### config.mk
export PLATFORM = sky130hd
export DESIGN_NAME = uart_imem_loader
export DESIGN_NICKNAME = d
export VERILOG_FILES = /design/src/rtl/uart_imem_loader_pkg.sv /design/src/rtl/uart_imem_loader_rx_core.sv /design/src/rtl/uart_imem_loader.sv
export SDC_FILE = /design/constraint.sdc
export NUM_CORES = 1
export LEC_CHECK = 0
export CAP_MARGIN = 20
export CELL_PAD_IN_SITES_DETAIL_PLACEMENT = 2
export CELL_PAD_IN_SITES_GLOBAL_PLACEMENT = 2
export CORE_ASPECT_RATIO = 1.5
export CORE_MARGIN = 5
export CORE_UTILIZATION = 33
export CTS_CLUSTER_SIZE = 12
export DETAILED_ROUTE_END_ITERATION = 10
export GPL_TIMING_DRIVEN = 0
export PLACE_DENSITY = 0.77
export SLEW_MARGIN = 15
export SYNTH_ARGS = -nofsm -noshare
export SYNTH_HDL_FRONTEND = slang
export SYNTH_HIERARCHICAL = 1
export SYNTH_SLANG_ARGS = --single-unit
### constraint.sdc
create_clock -name clk -period 4.3 [get_ports clk]
set_clock_uncertainty 0.05 [all_clocks]
set_input_delay 0.645 -clock clk [delete_from_list [all_inputs] [get_ports clk]]
set_output_delay 0.645 -clock clk [all_outputs]
set_load 0.05 [all_outputs]
### src/rtl/uart_imem_loader_pkg.sv
// Shared types and default constants for the UART instruction-memory loader.
package uart_imem_loader_pkg;

  typedef enum logic [1:0] {
    RX_IDLE,
    RX_START,
    RX_DATA,
    RX_STOP
  } rx_state_e;

  localparam int unsigned DEF_CLKS_PER_BIT = 868;
  localparam logic [31:0] DEF_BASE_ADDR    = 32'h0000_0000;
  localparam logic [31:0] DEF_END_MARKER   = 32'hFFFF_FFFF;

endpackage

### src/rtl/uart_imem_loader_rx_core.sv
// 8N1 UART receiver: 2-flop synchronizer, mid-bit sampling, one-cycle byte and
// framing-error pulses.
module uart_rx_core
  import uart_imem_loader_pkg::*;
#(
  parameter int unsigned CLKS_PER_BIT = DEF_CLKS_PER_BIT
) (
  input  logic       clk,
  input  logic       Rst,
  input  logic       rx,
  output logic [7:0] byte_out,
  output logic       byte_valid,
  output logic       frame_err_pulse
);

  localparam int unsigned CNT_W = $clog2(CLKS_PER_BIT);
  localparam logic [CNT_W-1:0] HALF_M1 = CNT_W'(CLKS_PER_BIT / 2 - 1);
  localparam logic [CNT_W-1:0] FULL_M1 = CNT_W'(CLKS_PER_BIT - 1);

  rx_state_e        state_q, state_d;
  logic             rx_meta_q, rx_sync_q;
  logic [CNT_W-1:0] cnt_q, cnt_d;
  logic [2:0]       bit_idx_q, bit_idx_d;
  logic [7:0]       shift_q, shift_d;
  logic             valid_q, valid_d;
  logic             ferr_q, ferr_d;

  always_comb begin
    state_d   = state_q;
    cnt_d     = cnt_q + 1'b1;
    bit_idx_d = bit_idx_q;
    shift_d   = shift_q;
    valid_d   = 1'b0;
    ferr_d    = 1'b0;
    unique case (state_q)
      RX_IDLE: begin
        cnt_d     = '0;
        bit_idx_d = '0;
        if (!rx_sync_q) state_d = RX_START;
      end
      RX_START: begin
        if (cnt_q == HALF_M1) begin
          cnt_d   = '0;
          state_d = rx_sync_q ? RX_IDLE : RX_DATA;
        end
      end
      RX_DATA: begin
        if (cnt_q == FULL_M1) begin
          cnt_d   = '0;
          shift_d = {rx_sync_q, shift_q[7:1]};
          if (bit_idx_q == 3'd7) state_d = RX_STOP;
          else bit_idx_d = bit_idx_q + 3'd1;
        end
      end
      RX_STOP: begin
        if (cnt_q == FULL_M1) begin
          cnt_d   = '0;
          state_d = RX_IDLE;
          if (rx_sync_q) valid_d = 1'b1;
          else ferr_d = 1'b1;
        end
      end
      default: state_d = RX_IDLE;
    endcase
  end

  always_ff @(posedge clk or posedge Rst) begin
    if (Rst) begin
      rx_meta_q <= 1'b1;
      rx_sync_q <= 1'b1;
      state_q   <= RX_IDLE;
      cnt_q     <= '0;
      bit_idx_q <= '0;
      shift_q   <= '0;
      valid_q   <= 1'b0;
      ferr_q    <= 1'b0;
    end else begin
      rx_meta_q <= rx;
      rx_sync_q <= rx_meta_q;
      state_q   <= state_d;
      cnt_q     <= cnt_d;
      bit_idx_q <= bit_idx_d;
      shift_q   <= shift_d;
      valid_q   <= valid_d;
      ferr_q    <= ferr_d;
    end
  end

  assign byte_out        = shift_q;
  assign byte_valid      = valid_q;
  assign frame_err_pulse = ferr_q;

endmodule

### src/rtl/uart_imem_loader.sv
// Loads little-endian 32-bit words received over UART into instruction memory,
// one write strobe per word, with prog-level session control.
module uart_imem_loader
  import uart_imem_loader_pkg::*;
#(
  parameter int unsigned CLKS_PER_BIT = DEF_CLKS_PER_BIT,
  parameter logic [31:0] BASE_ADDR    = DEF_BASE_ADDR,
  parameter logic [31:0] END_MARKER   = DEF_END_MARKER
) (
  input  logic        clk,
  input  logic        Rst,
  input  logic        prog,
  input  logic        rx,
  output logic [31:0] uart_dout,
  output logic        memcon_prog_ena,
  output logic [31:0] prog_addr,
  output logic        prog_done,
  output logic        frame_err,
  output logic [15:0] word_count
);

  logic [7:0]  rx_byte;
  logic        rx_valid;
  logic        rx_ferr;

  uart_rx_core #(.CLKS_PER_BIT(CLKS_PER_BIT)) u_rx (
    .clk             (clk),
    .Rst             (Rst),
    .rx              (rx),
    .byte_out        (rx_byte),
    .byte_valid      (rx_valid),
    .frame_err_pulse (rx_ferr)
  );

  logic        prog_prev_q;
  logic [1:0]  byte_idx_q, byte_idx_d;
  logic [31:0] word_q, word_d;
  logic [31:0] addr_q, addr_d;
  logic [31:0] dout_q, dout_d;
  logic [31:0] paddr_q, paddr_d;
  logic        ena_q, ena_d;
  logic        done_q, done_d;
  logic        ferr_q, ferr_d;
  logic [15:0] wcount_q, wcount_d;
  logic        prog_fall, prog_rise;

  assign prog_fall = prog_prev_q & ~prog;
  assign prog_rise = ~prog_prev_q & prog;

  always_comb begin
    byte_idx_d = byte_idx_q;
    word_d     = word_q;
    addr_d     = addr_q;
    dout_d     = dout_q;
    paddr_d    = paddr_q;
    ena_d      = 1'b0;
    done_d     = done_q;
    ferr_d     = ferr_q | rx_ferr;
    wcount_d   = wcount_q;

    // The strobe is registered, so a byte accepted here writes next cycle;
    // a byte arriving as prog drops is already rejected by the prog term.
    if (rx_valid && prog && !done_q) begin
      word_d[{byte_idx_q, 3'b000} +: 8] = rx_byte;
      byte_idx_d = byte_idx_q + 2'd1;
      if (byte_idx_q == 2'd3) begin
        if (word_d == END_MARKER) begin
          done_d = 1'b1;
        end else begin
          dout_d  = word_d;
          paddr_d = addr_q;
          ena_d   = 1'b1;
          addr_d  = addr_q + 32'd4;
          if (wcount_q != '1) wcount_d = wcount_q + 16'd1;
        end
      end
    end

    if (prog_fall) begin
      byte_idx_d = '0;
      word_d     = '0;
      done_d     = 1'b0;
      ferr_d     = 1'b0;
      addr_d     = BASE_ADDR;
      ena_d      = 1'b0;
    end
    if (prog_rise) wcount_d = '0;
  end

  always_ff @(posedge clk or posedge Rst) begin
    if (Rst) begin
      prog_prev_q <= 1'b0;
      byte_idx_q  <= '0;
      word_q      <= '0;
      addr_q      <= BASE_ADDR;
      dout_q      <= '0;
      paddr_q     <= BASE_ADDR;
      ena_q       <= 1'b0;
      done_q      <= 1'b0;
      ferr_q      <= 1'b0;
      wcount_q    <= '0;
    end else begin
      prog_prev_q <= prog;
      byte_idx_q  <= byte_idx_d;
      word_q      <= word_d;
      addr_q      <= addr_d;
      dout_q      <= dout_d;
      paddr_q     <= paddr_d;
      ena_q       <= ena_d;
      done_q      <= done_d;
      ferr_q      <= ferr_d;
      wcount_q    <= wcount_d;
    end
  end

  assign uart_dout       = dout_q;
  assign prog_addr       = paddr_q;
  assign memcon_prog_ena = ena_q;
  assign prog_done       = done_q;
  assign frame_err       = ferr_q;
  assign word_count      = wcount_q;

endmodule

==> flow_summary.yaml <==
timing:
  slew_violations: 0
  post-route-period-util_pct: 93.90
  rsz0062_at_grt: "no"
  setup_violations: 0
  tightest_slew_ns: 0.8731
  slew_headroom_pct: 41.18
  period_needed_ns: 4.038
  layout_setup_ws_ns: 0.2625
  finalSetupTns_ns: 0
  finalHoldViolCount: 0
  fmax_ghz: 0.2477
synth:
  ys.flop_type: "dfrtp_1"
  yosysWarnings: 6
  synthDistinctLibCells: 70
  ys_top_cells_by_count: "171 x dfrtp_1, 146 x nand2_1, 57 x a21oi_1"
  syn-cell-area_mm2: 0.008518
  avgSynthCellArea_um2: 9.940
  seq_area_frac_synth_pct: 50.85
  yosysTopAreaCell: "dfrtp_1"
  async_flop_share_pct: 100.0
  syn_inst: 857
  yosysMostFrequentCell: "dfrtp_1"
  synth_edf_count: 0
  synth-seq-cells: 173
  synthTopCellsByArea: "dfrtp_1 50%, nand2_1 6.4%, a21oi_1 3.3%, o21ai_0 2.8%, buf_6 2.4%"
  synth_top_area_share_pct: 50.24
routing:
  drt_iter0_markers: 252
  dr.pass1.iters: 5
  dr_total_vias: 7168
  drt-vias-per-instance: 5.463
  drt_drc_violations_left: 0
  routed_wl_mm: 27.79
  ant_nets: 0
  wl_per_cell_um: 21.18
status:
  outcome: "finished, final reports clean"
floorplan:
  core_region_area_mm2: 0.02567
  dieHeight_um: 206.8
  start_util_pct: 33.18
  io_pins: 87
  rows: 72
  dieWidth_um: 141.2
  die_area_mm2: 0.02919
worst_setup_path:
  ff2ff_setup_slack_ns: 0.26
  cp_data_arrival_time_ns: 4.31
  worstSetupEndpointType: "flip-flop"
  r2r-end: "word_count[7]"
  path_class: "flip-flop to flip-flop"
  worstReg2RegStart: "byte_idx_q[0]"
  worst_path_most_repeated_cell: "buf_2"
  crit_slowest_cell: "nor2_1"
  reg2reg_depth: 13
  required_ns: 4.58
  worstPathMaxFanout: 10
  path_cells: "buf_2 > inv_1 > ha_1 > buf_6 > nor4bb_1 > buf_4 > a21oi_1 > nor4_1 > nand3_1 > nor2_1 > buf_2 > o311ai_0 > o41ai_1"
  cpPeakStageDelay_ns: 0.50
  critPathLaunchType: "flip-flop"
clock_tree:
  clkTransAtPathRegs_ns: 0.06
  clock-sinks: 173
  cts-buffers-inserted: 17
  holdBufCountCts: 0
  cts_root_buf: "clkbuf_16"
  clk_latency_ns: 0.43
  h-tree-depth: 4
  cts_buffer_depth: 2
  tritoncts: "built"
  ctsResizeCount: 0
  post_cts_buffers: 0
cells_and_area:
  post_route_cells_drive_above_1_share_pct: 10.32
  insertedDiodeCount: 0
  area_growth_syn_to_layout_pct: 22.50
  seqCellArea_mm2: 0.004332
  multi_input_area_mm2: 0.003700
  fillers: 2775
  nNetsFinal: 982
run:
  max_cap_viol_count: 0
place:
  place.gp.congestion: 0.8445
  dp_slack_ns: 0.3407
  io_buffers: 84
  hpwl_mm: 20.86
grt:
  grt_pass1_wl_mm: 44.62
  track_usage_pct: 19.54
  grt_pass1_vias: 7958
  antenna_found_initial: 0
  grt_max_degree: 35
  grt-ovfl-total: 0
power_and_ir_drop:
  pwr_density_cell_mw_per_mm2: 305.1
  peakVddDrop_v: 0.0002793
  leakage_nw: 4.484
hold_path:
  hold_path.class: "flip-flop to flip-flop"
  min-delay-start: "u_rx/rx_meta_q"
  hold_depth: 0
  min_delay_worst_endpoint: "u_rx/rx_sync_q"
[worst max-delay path by stage]
| stage | start | endpoint | slack [ns] | depth (start not counted) |
|---|---|---|---|---|
| floorplan | byte_idx_q[0] | prog_addr[31] | 1.33 | 13 |
| global placement | Rst | uart_dout[20] | 0.22 | 2 |
| detailed placement | byte_idx_q[0] | word_count[11] | 0.34 | 13 |
| CTS | byte_idx_q[0] | word_count[11] | 0.27 | 13 |
| global route | byte_idx_q[0] | word_count[11] | 0.03 | 13 |
| finish | byte_idx_q[0] | word_count[7] | 0.26 | 13 |
[worst max-delay path, delay by kind of cell, from the launching register on]
family                   cells  cell delay, ns
AO/OA/AOI/OAI                3            0.45
adder cells (fa/ha/maj)      1            0.34
buffers and inverters        5            1.15
flip-flops                   1            0.46
AND/OR/NAND/NOR              4            1.48
[cell families after synthesis]
group | count (synthesis) | synth area share (%)
AO/OA/AOI/OAI | 208 | 15.79
XOR/XNOR | 5 | 0.5142
adder cells (fa/ha/maj) | 12 | 1.763
buffers and inverters | 78 | 5.758
flip-flops | 173 | 50.85
multiplexers | 21 | 3.099
other | 1 | 0.04402
AND/OR/NAND/NOR | 359 | 22.18
[metrics by stage]
step	instance area (um2)	util, %	hold slack, ns	total power [W]	cells
after CTS	10410	40.54	0.3189	0.003240	1311
final	10440	40.64	0.3146	0.003184	1312
after floorplan	8526	-	0.2952	0.001705	858
after detailed placement	9863	38.42	0.3082	0.001740	1279
after global placement	9783	38.10	0.2960	0.001731	1275
after global routing	10440	40.64	0.3215	0.003305	1312
[sequential cells by signal (all words and copies together), names as in the netlist, 2 cells and up]
name,count
addr_q,30
byte_idx_q,2
prog_addr,30
u_rx/bit_idx_q,3
u_rx/byte_out,8
u_rx/cnt_q,10
u_rx/state_q,2
uart_dout,32
word_count,16
word_q,32
[power by group]
part	leakage (nW)	internal (W)	switching, W
clock network	0.262	0.000815	0.000659
logic	1.83	0.0000182	0.0000606
registers	2.39	0.00163	0.00000120
total	4.48	0.00246	0.000721
[layout make-up]
class	instances	share of cell area, %
inverters	17	0.6475
repair buffers	89	9.089
multi-input cells	607	35.46
plain buffers	61	4.089
flip-flops and latches	173	41.51
well taps	333	3.993
clock buffers	23	4.388
clock inverters	9	0.8273
[per-layer routing]
metal  GRT usage (%)  up-vias  wire length [um]
li1                -     3321                 -
met5               0        -                 0
met1           21.02     3705             10680
met2           38.10      103             15730
met4           7.133        0               765
met3           2.996       39               622
[cells in the final DEF, fill, tap and decap left out, types with 20 or more instances in the layout]
| cell type | instances |
|---|---|
| clkbuf_1 | 29 |
| o21ai_0 | 47 |
| or4_1 | 20 |
| dfrtp_1 | 171 |
| o31ai_1 | 21 |
| nand3_1 | 38 |
| a22o_1 | 23 |
| nor2b_1 | 30 |
| nand2_1 | 146 |
| clkdlybuf4s50_1 | 84 |
| a21oi_1 | 57 |
Power figures use the tool's default switching activity.
